## src/rtl/softermax_seq_if.sv

```systemverilog
// Element stream in, softmax partial result out.
// Shared by the softermax_seq core and whatever drives it.
`ifndef DATA_SIZE
`define DATA_SIZE 8
`endif
`ifndef FRAC
`define FRAC 4
`endif
`ifndef LARGE_SIZE
`define LARGE_SIZE 8
`endif

interface softermax_seq_if #(
    parameter int VEC_LEN = 16,
    parameter int ACC_W   = `LARGE_SIZE + 1 + $clog2(VEC_LEN)
) ();
    logic                                in_valid;
    logic                                in_ready;
    logic [`DATA_SIZE-1:0]               in_data;
    logic                                in_last;
    logic                                out_valid;
    logic                                out_ready;
    logic signed [`DATA_SIZE-`FRAC-1:0]  max_out;
    logic [ACC_W-1:0]                    denom_out;
    logic [$clog2(VEC_LEN):0]            count_out;

    modport slave (
        input  in_valid, in_data, in_last, out_ready,
        output in_ready, out_valid, max_out, denom_out, count_out
    );

    modport master (
        output in_valid, in_data, in_last, out_ready,
        input  in_ready, out_valid, max_out, denom_out, count_out
    );
endinterface

```

## src/rtl/softermax_seq.sv

```systemverilog
// Streaming softmax denominator with running integer max
// and rescale-on-new-max, using an external Pow2 unit.
`ifndef DATA_SIZE
`define DATA_SIZE 8
`endif
`ifndef FRAC
`define FRAC 4
`endif
`ifndef LARGE_SIZE
`define LARGE_SIZE 8
`endif

module softermax_seq #(
    parameter int VEC_LEN = 16,
    parameter int ACC_W   = `LARGE_SIZE + 1 + $clog2(VEC_LEN)
) (
    input  logic                               clk,
    input  logic                               rst,
    softermax_seq_if.slave                     s,
    output logic signed [`DATA_SIZE-`FRAC-1:0] pow2_max,
    output logic [`DATA_SIZE-1:0]              pow2_x,
    input  logic [`LARGE_SIZE:0]               pow2_res
);
    localparam int DW = `DATA_SIZE;
    localparam int IW = `DATA_SIZE - `FRAC;
    localparam int CW = $clog2(VEC_LEN) + 1;

    typedef enum logic [1:0] {IDLE, ACCUM, DONE} state_t;

    state_t               state_q, state_d;
    logic signed [IW-1:0] m_q, xi, m_new, pm_q;
    logic [ACC_W-1:0]     d_q, d_new, d_shift;
    logic [CW-1:0]        cnt_q, cnt_new;
    logic [DW-1:0]        px_q;
    logic [IW:0]          diff;
    logic [ACC_W:0]       sum;
    logic                 rdy, acc, first, fin, clr;

    assign rdy     = (state_q != DONE);
    assign acc     = s.in_valid & rdy;
    assign first   = (state_q == IDLE);
    assign cnt_new = cnt_q + 1'b1;
    assign fin     = s.in_last | (cnt_new == CW'(VEC_LEN));

    assign xi    = s.in_data[DW-1:`FRAC];
    assign m_new = (first || xi > m_q) ? xi : m_q;
    assign diff  = {m_new[IW-1], m_new} - {m_q[IW-1], m_q};

    // Old sum is rescaled to the new max; huge shifts flush to zero.
    always_comb begin
        d_shift = '0;
        if (!first && (32'(diff) < ACC_W))
            d_shift = d_q >> diff;
    end

    assign sum   = {1'b0, d_shift} + (ACC_W+1)'(pow2_res);
    assign d_new = sum[ACC_W] ? '1 : sum[ACC_W-1:0];

    assign pow2_x   = acc ? s.in_data : px_q;
    assign pow2_max = acc ? m_new : pm_q;

    assign s.in_ready  = rdy;
    assign s.max_out   = m_q;
    assign s.denom_out = d_q;
    assign s.count_out = cnt_q;

    always_comb begin
        state_d     = state_q;
        s.out_valid = 1'b0;
        clr         = 1'b0;
        unique case (state_q)
            IDLE, ACCUM: begin
                if (acc)
                    state_d = fin ? DONE : ACCUM;
            end
            DONE: begin
                s.out_valid = 1'b1;
                if (s.out_ready) begin
                    state_d = IDLE;
                    clr     = 1'b1;
                end
            end
            default: state_d = IDLE;
        endcase
    end

    always_ff @(posedge clk) begin
        if (rst)
            state_q <= IDLE;
        else
            state_q <= state_d;
    end

    always_ff @(posedge clk) begin
        if (rst || clr) begin
            m_q   <= {1'b1, {(IW-1){1'b0}}};
            d_q   <= '0;
            cnt_q <= '0;
        end else if (acc) begin
            m_q   <= m_new;
            d_q   <= d_new;
            cnt_q <= cnt_new;
        end
    end

    always_ff @(posedge clk) begin
        if (rst) begin
            px_q <= '0;
            pm_q <= '0;
        end else if (acc) begin
            px_q <= s.in_data;
            pm_q <= m_new;
        end
    end
endmodule
```

## src/flat_wrapper.sv

```systemverilog
// flat-port wrapper written by rule: the top's interface ports become plain ports
module softermax_seq_flat 
#(
    parameter int VEC_LEN = 16,
    parameter int ACC_W   = `LARGE_SIZE + 1 + $clog2(VEC_LEN)
)
  (clk, rst, pow2_max, pow2_x, pow2_res, s_in_valid, s_in_data, s_in_last, s_out_ready, s_in_ready, s_out_valid, s_max_out, s_denom_out, s_count_out);
  softermax_seq_if #(.VEC_LEN(VEC_LEN), .ACC_W(ACC_W)) s_i ();
  input  logic clk;
  input  logic rst;
  output logic signed [`DATA_SIZE-`FRAC-1:0] pow2_max;
  output logic [`DATA_SIZE-1:0] pow2_x;
  input  logic [`LARGE_SIZE:0] pow2_res;
  input wire logic [$bits(s_i.in_valid)-1:0] s_in_valid;
  input wire logic [$bits(s_i.in_data)-1:0] s_in_data;
  input wire logic [$bits(s_i.in_last)-1:0] s_in_last;
  input wire logic [$bits(s_i.out_ready)-1:0] s_out_ready;
  output wire logic [$bits(s_i.in_ready)-1:0] s_in_ready;
  output wire logic [$bits(s_i.out_valid)-1:0] s_out_valid;
  output wire logic [$bits(s_i.max_out)-1:0] s_max_out;
  output wire logic [$bits(s_i.denom_out)-1:0] s_denom_out;
  output wire logic [$bits(s_i.count_out)-1:0] s_count_out;
  assign s_i.in_valid = s_in_valid;
  assign s_i.in_data = s_in_data;
  assign s_i.in_last = s_in_last;
  assign s_i.out_ready = s_out_ready;
  assign s_in_ready = s_i.in_ready;
  assign s_out_valid = s_i.out_valid;
  assign s_max_out = s_i.max_out;
  assign s_denom_out = s_i.denom_out;
  assign s_count_out = s_i.count_out;
  softermax_seq #(.VEC_LEN(VEC_LEN), .ACC_W(ACC_W)) u_core (.clk(clk), .rst(rst), .s(s_i), .pow2_max(pow2_max), .pow2_x(pow2_x), .pow2_res(pow2_res));
endmodule
```

## config.mk

```make
export PLATFORM = sky130hd
export DESIGN_NAME = softermax_seq_flat
export DESIGN_NICKNAME = d
export VERILOG_FILES = /design/src/rtl/softermax_seq_if.sv /design/src/rtl/softermax_seq.sv /design/src/flat_wrapper.sv
export SDC_FILE = /design/constraint.sdc
export NUM_CORES = 1
export LEC_CHECK = 0
export ABC_CLOCK_PERIOD_IN_PS = 18900
export CAP_MARGIN = 20
export CORE_UTILIZATION = 45
export CTS_BUF_LIST = sky130_fd_sc_hd__clkbuf_16
export CTS_CLUSTER_SIZE = 12
export DETAILED_ROUTE_END_ITERATION = 7
export PLACE_DENSITY = 0.78
export SLEW_MARGIN = 20
export SYNTH_ARGS = -nofsm -noshare
export SYNTH_HDL_FRONTEND = slang
export SYNTH_SLANG_ARGS = --single-unit
export TNS_END_PERCENT = 100
```

## constraint.sdc

```tcl
create_clock -name clk -period 18.9 [get_ports clk]
set_clock_uncertainty 0.1 [all_clocks]
set_input_delay 3.78 -clock clk [delete_from_list [all_inputs] [get_ports clk]]
set_output_delay 3.78 -clock clk [all_outputs]
set_load 0.02 [all_outputs]
```

After elaboration in Yosys (flattened, before gate mapping)
Cells that the tools add are included.

Bits of input ports: 22. Flip-flop bits (word level): 36. Memories kept: 0. ROM bits: 0. Output and inout port bits: 36. Memory bits (writable): 0. Bits in latches: 0.

Reductions and logical operators: 7. Muxes and demuxes: 12. Shift operators: 1. Multipliers: 0. Order comparisons: 2. $add $sub $neg: 3. Eq/ne operators: 6. Bitwise gates (word level): 2. Divide/modulo/power cells: 0.

Operators with widths (number): 13-bit two-way mux (2); 13-bit by 9-bit adder with 14-bit output (1); 13-bit by 5-bit right shift with 13-bit output (1); 4-bit two-way mux (2); 8-bit two-way mux (1); 2-bit two-way mux (3); 5-bit by 1-bit adder with 5-bit output, second input constant (1); 5-bit equality test, second input constant (1); 5-bit by 4-bit < comparator with 1-bit output, second input constant (1); 4-bit by 4-bit subtractor with 5-bit output (1); 4-bit > comparator (1); 2-bit != test, second input constant (2); 2-bit one-hot mux with 2 select lines (1); 1-bit two-way mux (3); 2-bit by 1-bit equality test with 1-bit output, second input constant (1); 2-bit equality test, second input constant (1); 2-bit logical NOT (1); 1-bit logical OR (2); 2-bit by 1-bit != test with 1-bit output, second input constant (1); 2-bit AND reduction (1); 2-bit OR reduction (1); 1-bit bitwise AND (1); 1-bit logical AND (1); 1-bit logical NOT (1); 1-bit OR (1).

Longest topological paths before layout
Depth after elaboration: 9. Gate-level depth with buffers: 26. Mapped depth without buffers: 25.

Worst setup path after synthesis
Ideal clock, no wire load.

Kind: input port to output port. Start: input s_in_data[5]. End: output pow2_max[0]. Slack: 9.691 ns. Required time: 15.020 ns. Stages on the path: 7. Arrival time: 5.329 ns. Cells stage by stage: ha_1 nor2b_1 o21ai_0 a32o_1 o211ai_2 mux2i_1 a21oi_1.

Word-level cells in the longest chain between the ends: 4.

Ends and longest elaborated chain: start: declaration (RTL line flat_wrapper.sv:15) `input wire logic [$bits(s_i.in_data)-1:0] s_in_data;`; 4-bit > comparator (RTL line softermax_seq.sv:46) `assign m_new = (first || xi > m_q) ? xi : m_q;`; 1-bit logical OR (RTL line softermax_seq.sv:46); 4-bit two-way mux (RTL line softermax_seq.sv:46); 4-bit two-way mux (RTL line softermax_seq.sv:60) `assign pow2_max = acc ? m_new : pm_q;`; end: declaration (RTL line flat_wrapper.sv:11) `` output logic signed [`DATA_SIZE-`FRAC-1:0] pow2_max; ``.

No other way between the ends.

Worst setup path in the final report
Start: input s_in_data[5]. End: output pow2_max[1].

Word-level cells in the longest chain between the ends: 4.

Ends and longest elaborated chain (RTL line): 4-bit > comparator (softermax_seq.sv:46); 1-bit logical OR (softermax_seq.sv:46); 4-bit two-way mux * (softermax_seq.sv:46); 4-bit two-way mux * (softermax_seq.sv:60).

Every way passes the cells marked *; elsewhere a longest branch is shown, timed or not.

==> impl_metrics.py <==
metrics = {
    "floorplan": {
        "start_util_pct": 47.7,
        "core_um2": 5640,
        "die_h_um": 79.3,
        "die_w_um": 79.3,
        "num_io_pins": 58,
        "dieArea_um2": 6290,
        "placementRows": 27,
    },
    "placement": {
        "io_buffers": 57,
        "dp_hpwl_mm": 5.23,
        "dpl_worst_slack_ns": 8.53,
        "finalWeightedCongestion": 0.897,
    },
    "clock_network": {
        "clkLatencyLatePin_ns": 0.29,
        "htreeDepth": 2,
        "cts-buffers-inserted": 5,
        "clk_pin_slew_worst_paths_ns": 0.06,
        "numClockSinks": 36,
        "cts_setup_buffers": 0,
        "cts_tree": "built",
        "cts_buffer_depth": 2,
        "post_cts_resize_count": 0,
        "root_buffer": "clkbuf_16",
        "hold_buffers": 0,
    },
    "final_layout": {
        "areaGrowthSynthToFinish_pct": 28.2,
        "nets": 446,
        "multi_input_area_um2": 1840,
        "fillCellCount": 504,
        "final_util_pct": 61.1,
        "regArea_um2": 721,
        "layout-drive-gt1-share_pct": 5.69,
        "num_antenna_cells": 0,
    },
    "drt": {
        "drtPass1Iterations": 4,
        "drc": 0,
        "routedWlPerCell_um": 14.5,
        "drtAntennaViolNets": 0,
        "drtIter0Drc": 206,
        "vias": 2694,
        "vias_per_cell": 5.66,
        "drt-total-wl_mm": 6.91,
    },
    "sta": {
        "setup_viol": 0,
        "rsz0062_at_grt": "no",
        "max_slew.worst_pin.slew_ns": 1.04,
        "timing.setup.tns_ns": 0,
        "fmax_ghz": 0.0964,
        "hold_viol_final": 0,
        "relSlewSlack_pct": 29.9,
        "post-route-period-util_pct": 54.9,
        "whs_ns": 0.361,
        "timing.final.ws_setup_ns": 8.53,
        "drv_slew": 0,
        "period_minus_slack_ns": 10.37,
    },
    "synth": {
        "synth_top_area_share_pct": 26.8,
        "synth_common_cells": "nand2_1 (46), a21oi_1 (40), dfxtp_1 (36), o21ai_0 (30), nor2_1 (28)",
        "synth_nets": 394,
        "synth.area.top_cells": "dfxtp_1 (27%), ha_1 (8.8%), a21oi_1 (7.4%), mux2i_1 (7.4%), nand2_1 (6.4%)",
        "synth_edf_count": 0,
        "async_flop_share_pct": 0,
        "yosys.area.top_type": "dfxtp_1",
        "synth_most_common_cell": "nand2_1",
        "synth_area_per_cell_um2": 7.66,
        "synth_cells": 351,
        "synth.cell_area_um2": 2690,
        "yosys_most_used_dff": "dfxtp_1",
        "yosysSeqAreaShare_pct": 26.8,
        "ys_ff_latch": 36,
        "ys_warn_count": 0,
        "synth.distinct_cells": 51,
    },
    "grt": {
        "grt_pass1_vias": 2451,
        "grt_start_max_net_pins": 44,
        "antenna_found_initial": 0,
        "grt_usage_pct": 23.4,
        "grt_pass1_wl_mm": 11.5,
        "gr-total-overflow": 0,
    },
    "run_status": {
        "outcome": "finished, final reports clean",
    },
    "flow_run": {
        "cap_viol_max_count": 0,
    },
    "critical_path": {
        "cp_data_required_time_ns": 15.02,
        "path_max_fanout": 8,
        "crit_type": "input pin to output port",
        "endpoint_kind": "output port",
        "worst_setup_path_start_kind": "input pin",
        "worstPathArrival_ns": 6.49,
    },
    "pwr": {
        "ir_drop_mv": 0.0514,
        "p_leak_nw": 1.44,
        "p_per_area_nw_per_um2": 80.6,
    },
    "hold_path": {
        "hp-class": "flop to flop",
    },
}
placed cells by master, fill, tap and decap left out, types with 3 or more instances in the layout:
| cell type | n |
|---|---|
| a211oi_1 | 8 |
| a21o_1 | 3 |
| a21oi_1 | 40 |
| a31oi_1 | 3 |
| clkbuf_16 | 5 |
| clkdlybuf4s50_1 | 57 |
| dfxtp_1 | 36 |
| ha_1 | 19 |
| inv_1 | 16 |
| mux2_2 | 5 |
| mux2i_1 | 20 |
| nand2_1 | 46 |
| nand3_1 | 14 |
| nor2_1 | 27 |
| nor2b_1 | 7 |
| nor3_1 | 5 |
| o211ai_1 | 3 |
| o21a_1 | 3 |
| o21ai_0 | 30 |
| o31a_1 | 3 |
| or3_1 | 3 |
| xnor2_1 | 8 |
| xor2_1 | 6 |
report_power, final:
| group | internal [mW] | switching (mW) |
|---|---|---|
| sequential | 0.0819 | 0.00522 |
| combinational | 0.0449 | 0.0628 |
| clock | 0.0486 | 0.0346 |
worst max-delay path, stage by stage:
cell,delay [ns]
clkdlybuf4s50_1,0.49
ha_1,0.33
nor2b_1,0.11
o21ai_0,0.08
a32o_1,0.24
o211ai_2,0.42
mux2i_1,0.37
a21oi_1,0.12
clkdlybuf4s50_1,0.55
logic make-up (layout without fill, tap and decap cells):
family | count (synthesis) | in the layout | synth area share (%)
mux | 25 | 25 | 9.53
simple gates | 120 | 120 | 20.7
flops | 36 | 36 | 26.8
buf+inv | 31 | 84 | 4.74
fa+ha+maj | 21 | 21 | 10.3
compound gates | 104 | 104 | 23.3
xor+xnor | 14 | 14 | 4.56
metrics by stage:
step	cell area [um^2]	std cells	total power [mW]
4_1_cts	3450	476	0.277
5_1_grt	3450	476	0.294
3_5_place_dp	3300	468	0.195
6_report	3450	476	0.278
3_3_place_gp	3300	468	0.192
2_1_floorplan	2690	351	0.162
worst paths after layout:
kind                  startpoint                      to  slack, ns  cells after the start
max                 s_in_data[5]             pow2_max[1]       8.53                      9
min               u_core.px_q[7]          u_core.px_q[7]       0.36                      2
max reg2reg  u_core.s.max_out[1]  u_core.s.denom_out[10]      12.35                     23
min reg2reg       u_core.px_q[7]          u_core.px_q[7]       0.36                      2
routing by layer:
layer	track usage [%]	vias to the layer above	share of wire [%]
li1	-	1360	-
met1	33.0	1233	48
met2	35.2	91	44
met3	4.48	10	6.3
met4	8.55	0	1.7
met5	0	-	0
flip-flops by register name (all words and copies together), names as in the netlist:
register and count:
u_core.state_q 2, u_core.s.count_out 5, u_core.s.denom_out 13, u_core.s.max_out 4, u_core.pm_q 4, u_core.px_q 8
cell type report:
type / count / area share (%)
clock buffers: 5 / 3.63
multi-input cells: 284 / 53.5
clock inverters: 3 / 0.544
flip-flops and latches: 36 / 20.9
inverters: 17 / 1.85
repair buffers: 59 / 17.0
well taps: 72 / 2.61
Power figures use the tool's default switching activity.
